**src/rtl/isp_param_loader.sv**
```systemverilog
// isp_param_loader: fetches a 4-word ISP parameter table and applies it at the next frame_start (PARAM_LOAD_TIMEOUT_EN adds a mem_ack timeout)
module isp_param_loader #(
  parameter int ADDR_W = 16,
  parameter int TIMEOUT_CYC = 255
) (
  input  logic              HCLK,
  input  logic              HRESET,
  input  logic              start,
  input  logic [ADDR_W-1:0] base_addr,
  input  logic              frame_start,
  output logic              mem_req,
  output logic [ADDR_W-1:0] mem_addr,
  input  logic              mem_ack,
  input  logic [31:0]       mem_rdata,
  output logic [3:0]        param_sel,
  output logic [31:0]       rd_data,
  output logic              busy,
  output logic              done,
  output logic              err
);
  typedef enum logic [2:0] {IDLE, REQ, WAIT_ACK, GAP, WAIT_FS, APPLY, FIN} state_t;
  state_t state_q, state_d;
  logic [ADDR_W-1:0] base_q, base_d, pbase_q, pbase_d;
  logic [1:0] idx_q, idx_d;
  logic pend_q, pend_d, err_q, err_d;
  logic [31:0] shadow_q [4];
  logic [31:0] shadow_d [4];
  if (TIMEOUT_CYC < 1) begin : g_bad_timeout
    $error("TIMEOUT_CYC must be at least 1");
  end
`ifdef PARAM_LOAD_TIMEOUT_EN
  localparam int CW = $clog2(TIMEOUT_CYC + 1);
  logic [CW-1:0] cnt_q, cnt_d;
  logic tmo;
  always_comb begin
    cnt_d = (state_q == WAIT_ACK && !mem_ack) ? cnt_q + CW'(1) : '0;
    tmo = state_q == WAIT_ACK && !mem_ack && cnt_q == CW'(TIMEOUT_CYC - 1);
  end
  always_ff @(posedge HCLK)
    cnt_q <= HRESET ? '0 : cnt_d;
`endif
  always_comb begin
    state_d = state_q;
    base_d = base_q;
    pbase_d = pbase_q;
    idx_d = idx_q;
    pend_d = pend_q;
    err_d = 1'b0;
    shadow_d = shadow_q;
    if (start && state_q != IDLE && !pend_q) begin
      pend_d = 1'b1;
      pbase_d = base_addr;
    end
    case (state_q)
      IDLE: if (start) begin
        base_d = base_addr;
        idx_d = '0;
        state_d = REQ;
      end
      REQ, WAIT_ACK: begin
        if (mem_ack) begin
          shadow_d[idx_q] = mem_rdata;
          state_d = GAP;
        end
`ifdef PARAM_LOAD_TIMEOUT_EN
        else if (tmo) begin
          state_d = IDLE;
          err_d = 1'b1;
          pend_d = 1'b0;
        end
`endif
        else state_d = WAIT_ACK;
      end
      GAP: begin
        idx_d = idx_q + 2'd1;
        state_d = idx_q == 2'd3 ? WAIT_FS : REQ;
      end
      WAIT_FS: state_d = frame_start ? APPLY : WAIT_FS;
      APPLY: begin
        idx_d = idx_q + 2'd1;
        state_d = idx_q == 2'd3 ? FIN : APPLY;
      end
      FIN: begin
        state_d = (pend_q || start) ? REQ : IDLE;
        base_d = pend_q ? pbase_q : base_addr;
        idx_d = '0;
        pend_d = 1'b0;
      end
      default: state_d = IDLE;
    endcase
  end
  always_ff @(posedge HCLK)
    if (HRESET) begin
      state_q <= IDLE;
      base_q <= '0;
      pbase_q <= '0;
      idx_q <= '0;
      pend_q <= 1'b0;
      err_q <= 1'b0;
      shadow_q <= '{default: '0};
    end else begin
      state_q <= state_d;
      base_q <= base_d;
      pbase_q <= pbase_d;
      idx_q <= idx_d;
      pend_q <= pend_d;
      err_q <= err_d;
      shadow_q <= shadow_d;
    end
  always_comb begin
    mem_req = state_q == REQ || state_q == WAIT_ACK;
    mem_addr = base_q + ADDR_W'(idx_q);
    param_sel = state_q == APPLY ? 4'b1111 >> (2'd3 - idx_q) : 4'b0000;
    rd_data = state_q == APPLY ? shadow_q[idx_q] : 32'd0;
    busy = state_q != IDLE;
    done = state_q == FIN;
    err = err_q;
  end
endmodule

```
**config.mk**
```make
export PLATFORM = sky130hd
export DESIGN_NAME = isp_param_loader
export DESIGN_NICKNAME = d
export VERILOG_FILES = /design/src/rtl/isp_param_loader.sv
export SDC_FILE = /design/constraint.sdc
export NUM_CORES = 1
export LEC_CHECK = 0
export ABC_AREA = 1
export ABC_CLOCK_PERIOD_IN_PS = 2600
export CAP_MARGIN = 10
export CORE_ASPECT_RATIO = 0.5
export CORE_MARGIN = 3
export CORE_UTILIZATION = 45
export CTS_CLUSTER_SIZE = 16
export DETAILED_ROUTE_END_ITERATION = 8
export GPL_TIMING_DRIVEN = 0
export PLACE_DENSITY = 0.77
export RECOVER_POWER = 100
export SYNTH_ARGS = -nofsm -noshare
export SYNTH_HDL_FRONTEND = slang
export SYNTH_SLANG_ARGS = --single-unit
```
**constraint.sdc**
```tcl
create_clock -name HCLK -period 2.6 [get_ports HCLK]
set_input_delay 0.52 -clock HCLK [delete_from_list [all_inputs] [get_ports HCLK]]
set_output_delay 0.52 -clock HCLK [all_outputs]
set_load 0.02 [all_outputs]
```
* Word level (Yosys, flattened, before mapping)
Cells that the tools add are included.
** Word-level totals
- Flip-flop bits (word level) :: 166
- Input port bits :: 53
- Word-level logic and storage cells :: 60
** Cells by class
- Add/subtract/negate cells :: 3
- $lt $le $gt $ge :: 2
- Equality and inequality tests :: 8
- Shift-type cells :: 1
- Multiplexer cells :: 20
- Bitwise gates (word level) :: 1
- Reduce and logical (&&, ||, !) cells :: 16
** Operators by type and width (count)
- $bwmux W128 :: 1
- $mux W32 :: 4
- $bmux W32 S2 :: 1
- $demux W32 S2 :: 1
- $mux W16 :: 2
- $pmux W16 S2 :: 1
- $pmux W3 S6 :: 1
- $add A16 B2 Y16 :: 1
- $eq A3 B3 Y1 const B :: 3
- $eq A3 B2 Y1 const B :: 2
- $mux W3 :: 2
- $pmux W2 S3 :: 1
- $reduce_and A2 Y1 :: 3
- $reduce_bool A3 Y1 :: 2
- $reduce_or A2 Y1 :: 3
- $mux W2 :: 2
- $mux W4 :: 1
- $shr A4 B2 Y4 const A :: 1
- $eq A3 B1 Y1 const B :: 1
- $ge A3 B3 Y1 const B :: 1
- $logic_and A1 B1 Y1 :: 3
- $logic_not A3 Y1 :: 1
- $lt A3 B1 Y1 const B :: 1
- $mux W1 :: 3
- 8 further kinds :: 9

* Logic depth before layout (Yosys ltp)
- Depth in word-level cells :: 6
- Depth in mapped cells :: 10
- Depth with buffers taken out :: 8

* Least setup slack after synthesis
OpenSTA, ideal clock, no wires.
- Path kind :: reg-to-output
- Start point :: reg idx_q[1]
- End point :: out mem_addr[10]
- Arrival time :: 2.191 ns
- Data required time :: 2.080 ns
- Slack :: -0.111 ns
- Cell stages (with the launch flop) :: 9
- Buffers on the path :: 2
- Cells stage by stage :: dfxtp_1 -> buf_2 -> clkinv_1 -> clkbuf_1 -> fa_1 -> nor2_1 -> nand2_1 -> nor2_1 -> xor2_1
** Between the ends
- Word-level cells in the longest chain between the ends :: 1
** Ends and longest elaborated chain
- start, declared :: RTL line 24 : logic [1:0] idx_q, idx_d;
- start signal, assigned :: RTL line 105 : idx_q <= idx_d;
- $add A16 B2 Y16 :: RTL line 112 : mem_addr = base_q + ADDR_W'(idx_q);
- end, declared :: RTL line 12 : output logic [ADDR_W-1:0] mem_addr,
No other way between the ends.

* Worst setup path in the final report
- Start point :: reg idx_q[1]
- End point :: out mem_addr[8]
Same word-level chain as after synthesis.

==> impl_metrics.yaml <==
power:
  power_switching_uw: 2070
  clockPowerShare: 0.402
  pwr-share-seq: 0.415
  ir_drop_mv: 0.416
  p_int_uw: 4570
  switching_share: 0.312
  comb_power_share: 0.183
  power.density_mw_per_mm2: 576
  power.leakage_uw: 0.00535
synth:
  seq_area_frac_synth: 0.353
  synth_top_area_cell: "dfxtp_1"
  yosysMostFrequentCell: "nand2_1"
  synth_top_cell_area_share: 0.353
  synth_xor_area_frac: 0.0102
  synthTopCellsByCount: "405 x nand2_1, 302 x inv_1, 182 x nor2_1"
  ys_warn_count: 0
  synthAdderAreaFrac: 0.0114
  ys_ff_latch: 166
  syn-mean-instance-area_um2: 6.03
  synth_flop_cell: "dfxtp_1"
  synth_nets: 1624
  synthesis.instances: 1563
  syn_area_mm2: 0.00942
  yosys.area_share.simple: 0.345
  synth_compound_area_frac: 0.107
  synth.distinct_cells: 27
  async_flop_share: 0
  synth_top_family_by_area: "simple AND/OR/NAND/NOR gates"
  muxShareOfSynthArea: 0
  synth_edf_count: 0
  synth_area_leaders: "dfxtp_1 35%, nand2_1 16%, inv_1 12%"
global_route:
  grt_pass1_vias: 9272
  grt_max_degree: 17
  track_usage: 0.257
  grt_pass1_wl_um: 46900
  antenna_found_initial: 0
  grt-ovfl-total: 0
cts:
  root_buffer: "clkbuf_16"
  clk_pin_slew_ps: 70
  clockBufferDepth: 2
  cts.hold.buffers_added: 0
  cts_buffers: 17
  cts.sinks: 166
  htreeDepth: 4
  cts_tree: "built"
  clk_latency_ps: 440
sta:
  setup_slack_ps: -223
  fmax_mhz: 354
  hold_ws_ps: 461
  layout_min_cycle_time_ps: 2820
  setup_violations: 7
  rsz0062_at_grt: "true"
  slew_violations: 0
  hold_viol_final: 0
  timing.final.crit_share: 1.09
  clock-skew-final_ps: 9.03
  slew-limit-headroom: 0.578
  tightest_slew_ps: 633
die:
  coreArea_mm2: 0.0200
  die_area_mm2: 0.0228
  die_y_um: 108
  start_util: 0.471
  pin_count: 109
  die_w_um: 211
  placementRows: 36
place:
  dp.final_hpwl_um: 20000
  gp_routability_congestion: 0.898
  dp_cells: 1935
  place_area_mm2: 0.0108
  port_buffers: 106
cells_and_area:
  nets: 1757
  antenna_cells: 0
  fin_cells: 1975
  drive_gt1_frac: 0.0895
  area_delta_synth_final_pct: 22.4
  fin_area_mm2: 0.0115
drt:
  drcViolationCount: 0
  via_per_inst: 5.12
  antenna_left: 0
  via_count: 10100
  wl_per_cell_um: 14.7
  initialDrtViolationCount: 1002
  wirelength_um: 29100
  dr.pass1.iters: 7
worst_setup_path:
  startpoint_type: "flip-flop"
  cp_max_fo: 5
  cp-end-kind: "primary output"
  worstPathCellList: "buf_6, clkinv_8, clkbuf_16, fa_2, nor2_4, nand2_4, buf_6, xnor2_2, buf_4"
  cpPeakStageDelay_ps: 380
  crit_top_cell: "buf_6"
  critPathRequiredTime_ps: 2080
  cp.arrival_ps: 2300
  cpMaxStageDelayCell: "fa_2"
  critPathKind: "flip-flop to primary output"
worst_hold_path:
  hold_path_class: "flip-flop to flip-flop"
run:
  maxCapViolations: 0
run_status:
  violations: "setup timing"
  outcome: "complete, but fails checks"
[metal layers]
layer  wire, um  GRT usage
met2      12600      0.401
met3       2720     0.0629
met4        449     0.0792
met5          0          0
met1      13400      0.355
[cell usage in the layout, fill, tap and decap left out, types with 18 or more instances in the layout]
master,Yosys,final
a21oi_1,115,114
clkbuf_1,61,52
clkbuf_2,0,24
clkdlybuf4s50_1,0,51
nor2_1,182,180
clkbuf_16,0,18
o21ai_0,83,81
nand2_1,405,404
buf_4,4,26
buf_2,33,35
nand4_1,144,144
dfxtp_1,166,164
inv_1,302,302
[worst paths after layout]
| kind | cells past startpoint | endpoint | from | slack [ps] |
|---|---|---|---|---|
| setup / recovery | 9 | mem_addr[8] | idx_q[1] | -220 |
| hold / removal | 2 | pbase_q[9] | pbase_q[9] | 460 |
| setup reg to reg | 11 | shadow_q[76] | idx_q[1] | 230 |
| hold reg to reg | 2 | pbase_q[9] | pbase_q[9] | 460 |
[registers in the layout (all words and copies together) (netlist names)]
register  cells
shadow_q    128
base_q       16
pbase_q      16
state_q       3
idx_q         2
pend_q        1
[critical path: cells and delay by family (launching register included)]
family | cells | cell delay, ps
fa+ha+maj | 1 | 380
buf+inv | 5 | 650
flops | 1 | 370
simple gates | 2 | 320
xor+xnor | 1 | 160
[power groups by stage]
stage | combinational, uW | clock [uW] | sequential [uW]
finish | 1210 | 2670 | 2760
global route | 1350 | 2790 | 2770
CTS | 1200 | 2680 | 2760
detailed placement | 1200 | 0 | 2810
global placement | 1190 | 0 | 2810
floorplan | 786 | 0 | 2790
[kinds of logic after synthesis]
logic type / Yosys count
AO/OA/AOI/OAI: 200
XOR/XNOR: 11
adder cells (fa/ha/maj): 8
buffers and inverters: 421
flip-flops: 166
other: 1
AND/OR/NAND/NOR: 756
[metrics by stage]
| step | utilization | power [uW] | TNS [ps] | setup slack, ps |
|---|---|---|---|---|
| final | 0.577 | 6640 | -1040 | -223 |
| after global routing | 0.577 | 6910 | -1730 | -277 |
| after CTS | 0.580 | 6640 | -800 | -234 |
| after detailed placement | 0.542 | 4010 | -24640 | -1200 |
| after global placement | 0.542 | 3990 | -21830 | -1160 |
| after floorplan | - | 3570 | -87.6 | -56.9 |
[cell type report]
class                      count  area, um2
fill                        1969       8470
multi-input combinational    976       4550
sequential                   166       3330
inverter                     306       1160
timing repair buffer         118        985
buffer                       111        557
clock buffer                  19        453
tap                          266        333
clock inverter                13        160
[what timing repair did]
| item | 4_1_cts | 5_1_grt |
|---|---|---|
| resized for setup | 174 | 72 |
| buffers inserted | 4 | 8 |
| pin swaps | 6 | 14 |
| setup endpoints to repair | 144 | 44 |
Note: power is estimated with default switching activity, not from simulation.
